File: config.mk
export PLATFORM = sky130hd
export DESIGN_NAME = hazard_unit_pipe
export DESIGN_NICKNAME = d
export VERILOG_FILES = /design/src/rtl/hazard_unit_pipe.sv
export SDC_FILE = /design/constraint.sdc
export NUM_CORES = 1
export LEC_CHECK = 0
export BUFFER_PORTS_ARGS = -buffer_cell sky130_fd_sc_hd__buf_2
export CAP_MARGIN = 20
export CORE_ASPECT_RATIO = 1.2
export CORE_MARGIN = 2
export CORE_UTILIZATION = 37
export CTS_BUF_LIST = sky130_fd_sc_hd__clkbuf_2
export DETAILED_ROUTE_END_ITERATION = 12
export HOLD_SLACK_MARGIN = 0.12
export PLACE_DENSITY = 0.79
export SLEW_MARGIN = 10
export SYNTH_ARGS = -nofsm -noshare
export SYNTH_HDL_FRONTEND = slang
export SYNTH_SLANG_ARGS = --single-unit
File: constraint.sdc
create_clock -name clk_i -period 1.1 [get_ports clk_i]
set_clock_uncertainty 0.05 [all_clocks]
set_input_delay 0.055 -clock clk_i [delete_from_list [all_inputs] [get_ports clk_i]]
set_output_delay 0.055 -clock clk_i [all_outputs]
set_load 0.02 [all_outputs]
File: src/rtl/hazard_unit_pipe.sv
// Hazard and forwarding controller for the 5-stage in-order pipeline.
// Optional perf counters enabled by defining HAZARD_PERF_EN.
module hazard_unit_pipe #(
    parameter int REG_AW           = 5,
    parameter int LOAD_BUBBLES     = 1,
    parameter int RF_WRITE_THROUGH = 0
) (
    input  logic              clk_i,
    input  logic              rst_i,
    input  logic [REG_AW-1:0] rs1_addr_id_i,
    input  logic [REG_AW-1:0] rs2_addr_id_i,
    input  logic              rs1_use_id_i,
    input  logic              rs2_use_id_i,
    input  logic [REG_AW-1:0] rs1_addr_ex_i,
    input  logic [REG_AW-1:0] rs2_addr_ex_i,
    input  logic [REG_AW-1:0] rd_addr_ex_i,
    input  logic              rd_wren_ex_i,
    input  logic              is_load_ex_i,
    input  logic [REG_AW-1:0] rd_addr_mem_i,
    input  logic              rd_wren_mem_i,
    input  logic              is_load_mem_i,
    input  logic [REG_AW-1:0] rd_addr_wb_i,
    input  logic              rd_wren_wb_i,
    input  logic              is_load_wb_i,
    input  logic              br_taken_ex_i,
`ifdef HAZARD_PERF_EN
    output logic [31:0]       perf_ld_stall_o,
    output logic [31:0]       perf_rf_stall_o,
    output logic [31:0]       perf_flush_o,
`endif
    output logic [1:0]        fwd_a_sel_o,
    output logic [1:0]        fwd_b_sel_o,
    output logic              stall_if_o,
    output logic              stall_id_o,
    output logic              bubble_ex_o,
    output logic              flush_id_o,
    output logic              busy_o
);

    typedef enum logic [1:0] {RUN, LD_STALL, RF_WAIT} state_t;

    localparam logic [2:0] LB_M1 = 3'(LOAD_BUBBLES - 1);

    state_t     state_q, state_d;
    logic [2:0] cnt_q, cnt_d;
    logic       ld_hazard, rf_hazard;
    logic       stall, bubble, flush, ld_cyc, rf_cyc;

    // A load in MEM never forwards: its data is not ready until WB.
    function automatic logic [1:0] fwd_sel(input logic [REG_AW-1:0] x);
        logic [1:0] s;
        s = 2'd0;
        if (x == '0)
            s = 2'd0;
        else if (rd_wren_mem_i && rd_addr_mem_i == x && !is_load_mem_i)
            s = 2'd1;
        else if (rd_wren_mem_i && rd_addr_mem_i == x)
            s = 2'd0;
        else if (rd_wren_wb_i && rd_addr_wb_i == x)
            s = is_load_wb_i ? 2'd3 : 2'd2;
        return s;
    endfunction

    // Hazard detection against the instruction sitting in ID
    always_comb begin
        ld_hazard = rd_wren_ex_i && is_load_ex_i && (rd_addr_ex_i != '0) &&
                    ((rs1_use_id_i && rs1_addr_id_i == rd_addr_ex_i) ||
                     (rs2_use_id_i && rs2_addr_id_i == rd_addr_ex_i));
        rf_hazard = (RF_WRITE_THROUGH == 0) && rd_wren_wb_i &&
                    (rd_addr_wb_i != '0) &&
                    ((rs1_use_id_i && rs1_addr_id_i == rd_addr_wb_i) ||
                     (rs2_use_id_i && rs2_addr_id_i == rd_addr_wb_i));
    end

    // Next-state and same-cycle stall/flush controls; branch wins everywhere
    always_comb begin
        state_d = state_q;
        cnt_d   = cnt_q;
        stall   = 1'b0;
        bubble  = 1'b0;
        flush   = 1'b0;
        ld_cyc  = 1'b0;
        rf_cyc  = 1'b0;
        if (br_taken_ex_i) begin
            flush   = 1'b1;
            bubble  = 1'b1;
            state_d = RUN;
            cnt_d   = 3'd0;
        end else begin
            unique case (state_q)
                RUN: begin
                    if (ld_hazard) begin
                        stall   = 1'b1;
                        bubble  = 1'b1;
                        ld_cyc  = 1'b1;
                        cnt_d   = LB_M1;
                        state_d = (LB_M1 != 3'd0) ? LD_STALL : RUN;
                    end else if (rf_hazard) begin
                        stall   = 1'b1;
                        bubble  = 1'b1;
                        rf_cyc  = 1'b1;
                        state_d = RF_WAIT;
                    end
                end
                LD_STALL: begin
                    stall  = 1'b1;
                    bubble = 1'b1;
                    ld_cyc = 1'b1;
                    if (cnt_q <= 3'd1) begin
                        cnt_d   = 3'd0;
                        state_d = RUN;
                    end else begin
                        cnt_d = cnt_q - 3'd1;
                    end
                end
                RF_WAIT: state_d = RUN;
                default: begin
                    state_d = RUN;
                    cnt_d   = 3'd0;
                end
            endcase
        end
    end

    // State and bubble counter registers
    always_ff @(posedge clk_i) begin
        if (rst_i) begin
            state_q <= RUN;
            cnt_q   <= 3'd0;
        end else begin
            state_q <= state_d;
            cnt_q   <= cnt_d;
        end
    end

`ifdef HAZARD_PERF_EN
    logic [31:0] perf_ld_q, perf_rf_q, perf_fl_q;

    // Event counters, free-running with natural wrap
    always_ff @(posedge clk_i) begin
        if (rst_i) begin
            perf_ld_q <= '0;
            perf_rf_q <= '0;
            perf_fl_q <= '0;
        end else begin
            perf_ld_q <= perf_ld_q + {31'd0, ld_cyc};
            perf_rf_q <= perf_rf_q + {31'd0, rf_cyc};
            perf_fl_q <= perf_fl_q + {31'd0, flush};
        end
    end

    assign perf_ld_stall_o = perf_ld_q;
    assign perf_rf_stall_o = perf_rf_q;
    assign perf_flush_o    = perf_fl_q;
`endif

    assign fwd_a_sel_o = rst_i ? 2'd0 : fwd_sel(rs1_addr_ex_i);
    assign fwd_b_sel_o = rst_i ? 2'd0 : fwd_sel(rs2_addr_ex_i);
    assign stall_if_o  = !rst_i && stall;
    assign stall_id_o  = !rst_i && stall;
    assign bubble_ex_o = !rst_i && bubble;
    assign flush_id_o  = !rst_i && flush;
    assign busy_o      = !rst_i && (state_q != RUN);

endmodule

==> metrics.md, run 1 <==
| Metric | Value |
|---|---|
| Worst skew pair latency | 0 ns |
| P per Cell Area | 386.1 nW/um^2 |
| Worst-margin pin slew | 0.2701 ns |
| Setup ws final | -0.4224 ns |
| Dominant cell type by area after synthesis | xnor2_1 |
| Crit path launch type | primary input |
| YS warnings | 0 |
| Period utilization | 138.4% |
| Routed via count | 983 |
| Maximum vdd drop | 243.9 uV |
| Mapped Cells | 91 |
| Vias per inst | 5.401 |
| Layout cell share with drive strength beyond 1 | 66.26% |
| Die H | 51.84 um |
| Fin Hold WS | 0.3534 ns |
| Initial antenna violation count | 0 |
| Remaining design rule violation count | 0 |
| Status | finished with violations |
| # IOs | 55 |
| Aggregate global routing overflow | 0 |
| Syn Area/Cell | 7.755 um^2 |
| Fmax | 0.6569 GHz |
| Die Area | 2274 um^2 |
| First-pass GRT wire length | 4.188 mm |
| Path type of the worst setup path | in2out |
| Top Registers | state_q x1 |
| Pre-antenna DRT Iters | 4 |
| Register area share after synthesis | 2.837% |
| Synth Register Bits | 1 |
| Critical Path AT | 1.42 ns |
| Synth async-reset ratio | 0% |
| Critical path capture point type | output pin |
| Hold Path Class | in2reg |
| Top cell type's share of synthesized area | 29.79% |
| Gr usage total | 24.02% |
| Dominant cells by area after synthesis | xnor2_1 30%, xor2_1 20%, nand4_1 5.3%, buf_6 3.2%, or4_1 3.2% |
| Slew headroom | 81.84% |
| Final critical-path required period | 1.522 ns |
| CORE AREA | 1829 um^2 |
| Worst-path clk slew | 0 ns |
| I/O Buffers | 54 |
| RePlAce Congestion | 0.7993 |
| Final setup viols | 8 |
| Number of global-route vias before repair | 995 |
| EDFF count, synth | 0 |
| Worst-path fanout max | 2 |
| Leakage | 0.6598 nW |
| Area growth, synth to finish | 117.2% |
| Most numerous cell in the Yosys netlist | xnor2_1 |
| RSZ-0062 raised after global routing | true |
| Synth top cells by count | 24 x xnor2_1, 16 x xor2_1, 6 x nand4_1 |
| Flip-flop count of the largest register after layout | 1 |
| DRT iter0 DRCs | 1 |
| Row Count | 17 |
| Post-synth net total | 137 |
| Drt wl/cell | 16.76 um |
| Antenna-violating nets left | 0 |
| Max Cap Viol | 0 |
| Register name with the most flops | state_q |
| Initial Utilization | 38.58% |
| Total negative slack | -2.275 ns |
| Hold violation count in the final report | 0 |
| Largest net degree at the start of global routing | 9 |
| HPWL after detailed placement | 2.035 mm |
| Die W | 43.87 um |
| Ys flop type | dfxtp_1 |
| Final Slew Violations | 0 |
| Netlist cell types | 31 |
| Final net count | 211 |
| Failing checks | setup timing |
| Diode count | 0 |
| CP required | 1.00 ns |
| DRT Wirelength | 3.050 mm |
| Netlist area before placement | 705.7 um^2 |
-- critical path, stage by stage --
cell and delay (ns):
buf_8 0.10, xor2_2 0.17, nor4_2 0.32, nand3_1 0.18, mux2_4 0.34, nor3_4 0.12
buf_6 0.14
-- layout make-up --
| type | instances | area (um^2) |
|---|---|---|
| fillers | 112 | 296.5 |
| repair buffers | 78 | 646.9 |
| flip-flops and latches | 1 | 20.02 |
| multi-input cells | 84 | 842.1 |
| well taps | 19 | 23.77 |
-- worst paths after layout --
kind / startpoint / to / slack [ns] / cells after the start
setup / recovery: rd_addr_mem_i[3] / fwd_a_sel_o[0] / -0.42 / 7
hold reg to reg: state_q[1] / state_q[1] / 0.62 / 2
hold / removal: br_taken_ex_i / state_q[1] / 0.35 / 3
setup reg to reg: state_q[1] / state_q[1] / 0.21 / 2
-- kinds of logic (layout without fill, tap and decap cells) --
| kind of cell | count (synthesis) | after routing | share of synthesized area [%] |
|---|---|---|---|
| AO/OA/AOI/OAI | 9 | 9 | 9.754 |
| XOR/XNOR | 40 | 40 | 49.64 |
| buffers and inverters | 6 | 78 | 6.558 |
| flip-flops | 1 | 1 | 2.837 |
| multiplexers | 1 | 1 | 1.596 |
| AND/OR/NAND/NOR | 34 | 34 | 29.61 |
-- power breakdown --
part | switching, mW | internal (mW)
Sequential | 0.000244 | 0.0372
Combinational | 0.243 | 0.311
Clock | 0 | 0
Total | 0.244 | 0.348
-- routing by layer --
layer / up-vias / share of wire, % / track usage (%)
met5: - / 0 / 0
li1: 465 / - / -
met1: 463 / 33 / 21.97
met3: 9 / 4.6 / 1.042
met4: 0 / 3.4 / 2.020
met2: 46 / 59 / 55.39
-- through the flow --
| stage | instance area, um^2 | instances | power [mW] | setup slack [ns] | utilization (%) |
|---|---|---|---|---|---|
| floorplan | 779.5 | 91 | 0.2437 | -0.2166 | - |
| global placement | 1184 | 180 | 0.4326 | -0.4297 | 64.71 |
| detailed placement | 1184 | 180 | 0.4475 | -0.4651 | 64.71 |
| CTS | 1416 | 180 | 0.5290 | -0.4174 | 77.43 |
| global route | 1533 | 182 | 0.6244 | -0.5434 | 83.79 |
| finish | 1533 | 182 | 0.5918 | -0.4224 | 83.79 |
-- cell usage in the layout, fill, tap and decap left out, types with 2 or more instances in the layout --
cell type | netlist | final
xnor2_1 | 24 | 17
xnor2_2 | 0 | 7
buf_4 | 2 | 20
xor2_1 | 16 | 14
nor3_4 | 0 | 2
buf_2 | 1 | 28
nand2_1 | 5 | 5
nand3_1 | 3 | 2
or4_4 | 1 | 3
o22ai_2 | 1 | 2
nor4_2 | 1 | 3
nor2b_1 | 2 | 2
buf_6 | 2 | 25
buf_8 | 0 | 5
nand4_1 | 6 | 6
xor2_2 | 0 | 2
-- repair_timing --
action	CTS	global route
setup buffers	0	3
gates cloned	0	0
hold buffers	0	0
setup endpoints to repair	8	8
pin swaps	29	26
gates resized for setup	54	21
(Power assumes the default switching activity.)
==> run 2: changes to the inputs <==
==> constraint.sdc (replaced) <==
create_clock -name clk_i -period 1.1 [get_ports clk_i]
set_clock_uncertainty 0.05 [all_clocks]
set_input_delay 0.165 -clock clk_i [delete_from_list [all_inputs] [get_ports clk_i]]
set_output_delay 0.165 -clock clk_i [all_outputs]
set_load 0.005 [all_outputs]
==> metrics.md, run 2 (synthesized netlist as in run 1, its figures left out) <==
| Metric | Value |
|---|---|
| Register name with the most flops | state_q |
| Layer with the highest usage | met2 |
| CTS Hold Buffers Added | 0 |
| Critical Path Start | rd_addr_mem_i[4] |
| Fin Hold WS | 0.4517 ns |
| Fin cells | 183 |
| Failing checks | setup timing |
| Max Cap Viol | 0 |
| Number of global-route vias before repair | 1,061 |
| Critical Path AT | 1.43 ns |
| Final Slew Violations | 0 |
| Layout cell share with drive strength beyond 1 | 66.46% |
| Row Count | 17 |
| Hold violation count in the final report | 0 |
| Worst skew pair latency | 0 ns |
| Final net count | 212 |
| DRT Wirelength | 2.847 mm |
| Post-Place Setup Slack | -0.6988 ns |
| Met2 usage | 57.11% |
| Critical path capture point type | output pin |
| GR Layer Usage met3 | 2.431% |
| CORE AREA | 1829 um^2 |
| Die Area | 2274 um^2 |
| Routed via count | 991 |
| Remaining design rule violation count | 0 |
| RePlAce Congestion | 0.8312 |
| Path type of the worst setup path | in2out |
| Die W | 43.87 um |
| Most common cell after layout, fill and taps aside | buf_2 |
| Post-Place Cells | 181 |
| Aggregate global routing overflow | 0 |
| Fmax | 0.6071 GHz |
| Diode count | 0 |
| PnR Total Power | 0.5607 mW |
| Setup ws final | -0.5471 ns |
| DP Area | 1139 um^2 |
| Drt wl/cell | 15.56 um |
| Maximum vdd drop | 234.6 uV |
| I/O Buffers | 54 |
| CP required | 0.88 ns |
| Crit path launch type | primary input |
| Final setup viols | 8 |
| Area growth, synth to finish | 103.7% |
| Hold Crit Start | br_taken_ex_i |
| Fillers | 123 |
| Vias per inst | 5.415 |
| GRT met1 Usage | 21.66% |
| FF-to-FF Start | state_q[1] |
| Flip-flop count of the largest register after layout | 1 |
| Worst-margin pin slew | 0.2755 ns |
| Initial Utilization | 38.58% |
| Largest net degree at the start of global routing | 9 |
| Hold Path Class | in2reg |
| Pre-antenna DRT Iters | 6 |
| RSZ-0062 raised after global routing | true |
| First-pass GRT wire length | 4.360 mm |
| Top Registers | state_q x1 |
| Final critical-path required period | 1.647 ns |
| Slew headroom | 81.57% |
| Status | finished with violations |
| Gr usage total | 25.71% |
| HPWL after detailed placement | 2.221 mm |
| Most frequent cells in the layout | 40 x buf_2, 19 x buf_4, 18 x xnor2_1, 17 x buf_6, 11 x xor2_1 |
| P per Cell Area | 390.0 nW/um^2 |
| # IOs | 55 |
| Die H | 51.84 um |
| Initial antenna violation count | 0 |
| DRT iter0 DRCs | 3 |
| Worst-path fanout max | 2 |
| Antenna-violating nets left | 0 |
| Post-route cell area | 1438 um^2 |
| Leakage | 0.6411 nW |
| Worst-path clk slew | 0 ns |
| Period utilization | 149.7% |
[run 2: changes by cell type in the layout (fill, tap and decap cells not counted), sizes merged]
cell / before / now
buf: 78 / 79
[run 2: where the power goes]
part	internal [mW]	switching (mW)
sequential	0.0372	0.000188
clock	0	0
combinational	0.293	0.230
total	0.331	0.230
[run 2: final timing paths]
kind | slack [ns] | to | depth (start not counted)
hold reg to reg | 0.58 | state_q[1] | 2
setup / recovery | -0.55 | fwd_b_sel_o[0] | 8
hold / removal | 0.45 | state_q[1] | 3
setup reg to reg | 0.28 | state_q[1] | 2
[run 2: final cells by class]
cell class / count / area, um^2 / area share, %
timing repair buffer: 79 / 579.3 / 40.30
multi-input combinational: 84 / 814.5 / 56.66
sequential: 1 / 20.02 / 1.393
tap: 19 / 23.77 / 1.654
[run 2: repair_timing]
action                     CTS  global route
pin swaps                   28            12
resized for setup           49             7
setup buffers                1             1
setup endpoints to repair    8             8
[run 2: metrics by stage]
stage	TNS, ns	utilization, %
floorplan	-1.856	-
global placement	-3.830	62.24
detailed placement	-4.165	62.24
CTS	-3.406	76.13
global route	-4.067	78.59
finish	-3.475	78.59
[run 2: worst max-delay path, stage by stage]
cell and delay [ns]:
buf_6 0.10, buf_6 0.11, xor2_2 0.14, nor4_2 0.30
nand3_1 0.15, or2_1 0.24, a21oi_2 0.11, buf_2 0.12
[run 2: metal layers]
layer	up-vias	wire [um]
li1	464	-
met1	463	893
met2	52	1704
met3	12	145
met4	0	105
met5	-	0
